===== src/rtl/colour_scan_if.sv =====
// Handshake and sensor bundle for the colour scan scheduler.
// slave = scheduler side, master = driver/consumer side.
interface colour_scan_if #(
  parameter int CW = 20
);
  logic          start;
  logic          continuous;
  logic          colour_freq;
  logic          s2;
  logic          s3;
  logic          busy;
  logic          res_valid;
  logic          res_ready;
  logic [CW-1:0] res_red;
  logic [CW-1:0] res_blue;
  logic [CW-1:0] res_clear;
  logic [CW-1:0] res_green;

  modport slave (
    input  start, continuous, colour_freq, res_ready,
    output s2, s3, busy, res_valid, res_red, res_blue, res_clear, res_green
  );

  modport master (
    output start, continuous, colour_freq, res_ready,
    input  s2, s3, busy, res_valid, res_red, res_blue, res_clear, res_green
  );
endinterface


===== src/rtl/colour_scan_scheduler.sv =====
// Steps a colour sensor through RED/BLUE/CLEAR/GREEN, counting synchronised
// rising edges of its frequency output in a fixed window per filter.
//
// state   | meaning
// IDLE    | filters at RED, waiting for start or continuous
// SETTLE  | filter for ch driven, SETTLE_CYC cycles, edges ignored
// MEASURE | WINDOW_CYC cycles counting rising edges for ch
// PUBLISH | res_valid high, results and GREEN filter held until accepted
module colour_scan_scheduler #(
  parameter int SETTLE_CYC = 1000,
  parameter int WINDOW_CYC = 1000000,
  parameter int CW         = 20
) (
  input  logic          clk,
  input  logic          rst_n,
  colour_scan_if.slave  bus
);

  typedef enum logic [1:0] {
    IDLE    = 2'd0,
    SETTLE  = 2'd1,
    MEASURE = 2'd2,
    PUBLISH = 2'd3
  } state_t;

  // One timer serves both SETTLE and MEASURE; it only needs to reach max-1.
  localparam int TMAX = (SETTLE_CYC > WINDOW_CYC) ? SETTLE_CYC : WINDOW_CYC;
  localparam int TW   = (TMAX > 1) ? $clog2(TMAX) : 1;
  localparam logic [TW-1:0] SETTLE_LAST = TW'(SETTLE_CYC - 1);
  localparam logic [TW-1:0] WINDOW_LAST = TW'(WINDOW_CYC - 1);
  localparam logic [CW-1:0] CNT_MAX     = '1;

  state_t        state_q;
  logic [1:0]    ch_q;
  logic [TW-1:0] tmr_q;
  logic [CW-1:0] cnt_q;
  logic [CW-1:0] cnt_d;
  logic [CW-1:0] red_q;
  logic [CW-1:0] blue_q;
  logic [CW-1:0] clear_q;
  logic [CW-1:0] green_q;
  logic          s2_q;
  logic          s3_q;
  logic          busy_q;
  logic          valid_q;
  logic [2:0]    sync_q;
  logic          rise;

  // sync_q[1] is the synchronised level, sync_q[2] its previous value.
  always_ff @(posedge clk or negedge rst_n) begin
    if (!rst_n) begin
      sync_q <= '0;
    end else begin
      sync_q <= {sync_q[1:0], bus.colour_freq};
    end
  end

  assign rise = sync_q[1] & ~sync_q[2];

  // Saturating count including this cycle's edge, so the last window cycle counts.
  always_comb begin
    cnt_d = cnt_q;
    if (rise && (cnt_q != CNT_MAX)) begin
      cnt_d = cnt_q + 1'b1;
    end
  end

  always_ff @(posedge clk or negedge rst_n) begin
    if (!rst_n) begin
      state_q <= IDLE;
      ch_q    <= '0;
      tmr_q   <= '0;
      cnt_q   <= '0;
      red_q   <= '0;
      blue_q  <= '0;
      clear_q <= '0;
      green_q <= '0;
      s2_q    <= 1'b0;
      s3_q    <= 1'b0;
      busy_q  <= 1'b0;
      valid_q <= 1'b0;
    end else begin
      case (state_q)
        IDLE: begin
          ch_q  <= '0;
          tmr_q <= '0;
          cnt_q <= '0;
          s2_q  <= 1'b0;
          s3_q  <= 1'b0;
          if (bus.start || bus.continuous) begin
            state_q <= SETTLE;
            busy_q  <= 1'b1;
          end
        end

        SETTLE: begin
          if (tmr_q == SETTLE_LAST) begin
            tmr_q   <= '0;
            state_q <= MEASURE;
          end else begin
            tmr_q <= tmr_q + 1'b1;
          end
        end

        MEASURE: begin
          if (tmr_q == WINDOW_LAST) begin
            tmr_q <= '0;
            cnt_q <= '0;
            case (ch_q)
              2'd0:    red_q   <= cnt_d;
              2'd1:    blue_q  <= cnt_d;
              2'd2:    clear_q <= cnt_d;
              default: green_q <= cnt_d;
            endcase
            if (ch_q == 2'd3) begin
              state_q <= PUBLISH;
              valid_q <= 1'b1;
            end else begin
              ch_q    <= ch_q + 1'b1;
              {s2_q, s3_q} <= ch_q + 1'b1;
              state_q <= SETTLE;
            end
          end else begin
            tmr_q <= tmr_q + 1'b1;
            cnt_q <= cnt_d;
          end
        end

        PUBLISH: begin
          if (valid_q && bus.res_ready) begin
            valid_q <= 1'b0;
            ch_q    <= '0;
            s2_q    <= 1'b0;
            s3_q    <= 1'b0;
            if (bus.continuous) begin
              state_q <= SETTLE;
            end else begin
              state_q <= IDLE;
              busy_q  <= 1'b0;
            end
          end
        end

        default: begin
          state_q <= IDLE;
          busy_q  <= 1'b0;
          valid_q <= 1'b0;
        end
      endcase
    end
  end

  assign bus.s2        = s2_q;
  assign bus.s3        = s3_q;
  assign bus.busy      = busy_q;
  assign bus.res_valid = valid_q;
  assign bus.res_red   = red_q;
  assign bus.res_blue  = blue_q;
  assign bus.res_clear = clear_q;
  assign bus.res_green = green_q;

endmodule


===== src/flat_wrapper.sv =====
// flat-port wrapper written by rule: the top's interface ports become plain ports
module colour_scan_scheduler_flat 
#(
  parameter int SETTLE_CYC = 1000,
  parameter int WINDOW_CYC = 1000000,
  parameter int CW         = 20
)
  (clk, rst_n, bus_start, bus_continuous, bus_colour_freq, bus_res_ready, bus_s2, bus_s3, bus_busy, bus_res_valid, bus_res_red, bus_res_blue, bus_res_clear, bus_res_green);
  colour_scan_if #(.CW(CW)) bus_i ();
  input  logic clk;
  input  logic rst_n;
  input wire logic [$bits(bus_i.start)-1:0] bus_start;
  input wire logic [$bits(bus_i.continuous)-1:0] bus_continuous;
  input wire logic [$bits(bus_i.colour_freq)-1:0] bus_colour_freq;
  input wire logic [$bits(bus_i.res_ready)-1:0] bus_res_ready;
  output wire logic [$bits(bus_i.s2)-1:0] bus_s2;
  output wire logic [$bits(bus_i.s3)-1:0] bus_s3;
  output wire logic [$bits(bus_i.busy)-1:0] bus_busy;
  output wire logic [$bits(bus_i.res_valid)-1:0] bus_res_valid;
  output wire logic [$bits(bus_i.res_red)-1:0] bus_res_red;
  output wire logic [$bits(bus_i.res_blue)-1:0] bus_res_blue;
  output wire logic [$bits(bus_i.res_clear)-1:0] bus_res_clear;
  output wire logic [$bits(bus_i.res_green)-1:0] bus_res_green;
  assign bus_i.start = bus_start;
  assign bus_i.continuous = bus_continuous;
  assign bus_i.colour_freq = bus_colour_freq;
  assign bus_i.res_ready = bus_res_ready;
  assign bus_s2 = bus_i.s2;
  assign bus_s3 = bus_i.s3;
  assign bus_busy = bus_i.busy;
  assign bus_res_valid = bus_i.res_valid;
  assign bus_res_red = bus_i.res_red;
  assign bus_res_blue = bus_i.res_blue;
  assign bus_res_clear = bus_i.res_clear;
  assign bus_res_green = bus_i.res_green;
  colour_scan_scheduler #(.SETTLE_CYC(SETTLE_CYC), .WINDOW_CYC(WINDOW_CYC), .CW(CW)) u_core (.clk(clk), .rst_n(rst_n), .bus(bus_i));
endmodule

===== config.mk =====
export PLATFORM = sky130hd
export DESIGN_NAME = colour_scan_scheduler_flat
export DESIGN_NICKNAME = d
export VERILOG_FILES = /design/src/rtl/colour_scan_if.sv /design/src/rtl/colour_scan_scheduler.sv /design/src/flat_wrapper.sv
export SDC_FILE = /design/constraint.sdc
export NUM_CORES = 1
export LEC_CHECK = 0
export ABC_CLOCK_PERIOD_IN_PS = 2200
export BUFFER_PORTS_ARGS = -buffer_cell sky130_fd_sc_hd__buf_2
export CAP_MARGIN = 30
export CORE_ASPECT_RATIO = 1.5
export CORE_MARGIN = 2
export CORE_UTILIZATION = 40
export DETAILED_ROUTE_END_ITERATION = 10
export GPL_TIMING_DRIVEN = 0
export PLACE_DENSITY_LB_ADDON = 0.12
export SETUP_SLACK_MARGIN = 0.15
export SKIP_LAST_GASP = 1
export SLEW_MARGIN = 5
export SYNTH_ARGS = -nofsm -noshare
export SYNTH_HDL_FRONTEND = slang
export SYNTH_SLANG_ARGS = --single-unit

===== constraint.sdc =====
create_clock -name clk -period 2.2 [get_ports clk]
set_input_delay 0.22 -clock clk [delete_from_list [all_inputs] [get_ports clk]]
set_output_delay 0.22 -clock clk [all_outputs]
set_load 0.01 [all_outputs]

==> flow_summary.toml <==
[outcome]
violations = "setup timing"
status = "finished, violations left"

[timing]
max_freq_mhz = 438.7
maxSlewViolCount = 0
fin_ws_ns = -0.07967
fin_crit_ns = 2.280
period_share_pct = 103.6
fin_skew_ns = 0.007195
rsz0062_at_grt = "yes"
report.final.setup_viol = 4
worst_pin_slew_ns = 0.7505
whs_ns = 0.09643
slew_headroom_pct = 49.78
hold_viol_final = 0

[synth]
yosysWarnings = 0
async_flop_share_pct = 100.0
syn-num-nets = 542
synth_top_area_share_pct = 53.73
synth_cell_types = 50
syn-mean-instance-area_um2 = 11.47
synth_area_leader_cell = "dfrtp_1"
netlist_area_um2 = 6008
netlist_top_cells_count = "dfrtp_1 (129), mux2_2 (74), nand2_1 (44)"
synth-edff-count = 0
synth-seq-cells = 129
ys.flop_type = "dfrtp_1"
yosys-top-cells-area = "dfrtp_1 (54%), mux2_2 (14%), nand2_1 (2.7%), ha_1 (2.5%), nand3_1 (2.5%)"
synth_cells = 524
synth_most_common_cell = "dfrtp_1"
yosysSeqAreaShare_pct = 53.73

[power_and_ir_drop]
p_comb_share_pct = 1.5
ir_drop_mv = 0.4511
leakage_nw = 4.270
clockPowerShare_pct = 50.4
power_density_nw_per_um2 = 584.8
p_int_w = 0.003869
power_switching_w = 0.001078
power_frac_seq_pct = 48.1
report.power.total_w = 0.004947
sw_frac_of_total_pct = 21.78

[placed_design]
dp_hpwl_mm = 10.17
place_ws_ns = -0.4611
gp_congestion = 0.8172
dp.cells = 810
io_buffers = 89

[clock_tree]
htreeDepth = 4
cts_root_buffer = "clkbuf_16"
cts_buffers = 17
insertion_delay_ns = 0.42
cts.reportedPaths.clkPinSlew_ns = 0.05
cts_sinks = 129
clk_path_buf_depth = 2
cts_tree = "done"

[floorplan]
start_util_pct = 41.17
ioPinCount = 90
die_w_um = 104.1
die_h_um = 154.1
fp.dieArea_um2 = 16040
fp-row-count = 54
core_area_um2 = 14590

[global_route]
antenna_found_initial = 0
grt-ovfl-total = 0
grt_pass1_wl_mm = 25.98
grt_pass1_vias = 4993
grt_max_degree = 95
track_usage_pct = 20.66

[worst_setup_path]
timing.rr.start = "u_core.tmr_q[4]"
crit_type = "flip-flop to flip-flop"
r2r_slack_ns = -0.08
worst_ep_arrival_time_ns = 2.58
worst_setup_path_end_kind = "flip-flop"
crit_path_start_kind = "flip-flop"
worstRegToRegCells = 6
r2r-end = "u_core.tmr_q[13]"
cp_max_fo = 7
cp.required_ns = 2.50

[detailed_routing]
drt_pre_antenna_iters = 5
wl_met2_mm = 8.730
wire_per_inst_um = 18.27
via_per_inst = 5.410
routed_wl_mm = 16.30
antenna_left = 0
vias = 4826
top_layer_used = "met4"
drt-met1-wl_mm = 6.377
drc = 0
drtIter0Drc = 181
wl_met3_um = 598

[finish]
nFillCells = 1271
multiInputGateArea_um2 = 3197
area_growth_pct = 40.80
fin_cells = 892
final_nets = 703
final-seq-area_um2 = 3234
fin_util_pct = 57.96
antennaDiodeCount = 0
drive_gt1_share_pct = 50.86

[min_path]
hold_path_class = "input port to flip-flop"
hold_path_depth = 4
hp-start = "bus_res_ready"
min_delay_worst_endpoint = "u_core.bus.res_valid"

[run]
max-cap-violations = 0
## worst max path at each step
stage	startpoint	to	cells past startpoint
3_5_place_dp	u_core.state_q[0]	u_core.cnt_q[5]	8
4_1_cts	u_core.tmr_q[0]	u_core.bus.res_blue[12]	8
5_1_grt	u_core.tmr_q[4]	u_core.tmr_q[18]	7
2_1_floorplan	u_core.tmr_q[8]	u_core.tmr_q[13]	6
6_report	u_core.tmr_q[4]	u_core.tmr_q[13]	6
3_3_place_gp	rst_n	u_core.bus.res_red[5]	1
## cell usage in the layout (no fill, tap or decap), types with 15 or more instances in the layout
master / instances
a31oi_1: 16
buf_2: 88
buf_4: 36
buf_6: 21
clkbuf_16: 18
dfrtp_1: 124
mux2_2: 73
nand2_1: 36
nand3_1: 21
nor2_1: 15
## flip-flops by register name (all words and copies together), names as in the netlist
name and count:
u_core.bus.res_blue 20, u_core.cnt_q 20, u_core.bus.res_green 20, u_core.bus.res_valid 1
u_core.tmr_q 20, u_core.bus.busy 1, u_core.state_q 2, u_core.ch_q 2
u_core.sync_q 3, u_core.bus.res_clear 20, u_core.bus.res_red 20
## area by class of cell
type                       instances  share of cell area (%)
sequential                       129                   38.23
multi-input combinational        360                   37.79
timing repair buffer             142                   11.21
clock buffer                      20                   5.399
buffer                            22                   3.136
tap                              196                   2.899
clock inverter                    10                  0.7543
inverter                          13                  0.5768
## stage by stage
stage	instance area, um^2	setup TNS, ns
2_1_floorplan	6045	0
3_3_place_gp	6735	-123.85
3_5_place_dp	6769	-21.37
4_1_cts	8046	0
5_1_grt	8459	-1.587
6_report	8459	-0.1656
## routing by layer
metal,vias up,global-route usage (%)
met5,-,0
met4,0,10.42
met3,48,3.773
met2,142,37.31
met1,2419,23.18
li1,2217,-
## power groups by stage
stage               sequential [W]  clock (W)  combinational [W]
finish                     0.00238    0.00250          0.0000729
global route               0.00238    0.00267          0.0000848
CTS                        0.00238    0.00257          0.0000768
detailed placement         0.00242          0          0.0000686
global placement           0.00242          0          0.0000588
floorplan                  0.00242          0         0.00000475
## critical path, stage by stage, from the launching register on
cell and delay, ns:
dfrtp_1 0.47, nor4_1 0.43, nand4_1 0.24, o31ai_4 0.40, a21oi_4 0.18, buf_6 0.17, a221o_1 0.28
## cell families after synthesis
logic type | count (synthesis) | synth area share (%)
compound gates | 97 | 10.43
xor+xnor | 21 | 3.061
fa+ha+maj | 12 | 2.499
buf+inv | 35 | 2.437
flops | 129 | 53.73
mux | 82 | 15.35
simple gates | 148 | 12.49
## timing repair
item	CTS	global route
resized for setup	108	96
hold endpoints to repair	36	0
pin swaps	21	28
hold buffers	2	0
gates cloned	6	2
buffers inserted	33	9
setup endpoints to repair	124	124
(Power assumes the default switching activity.)
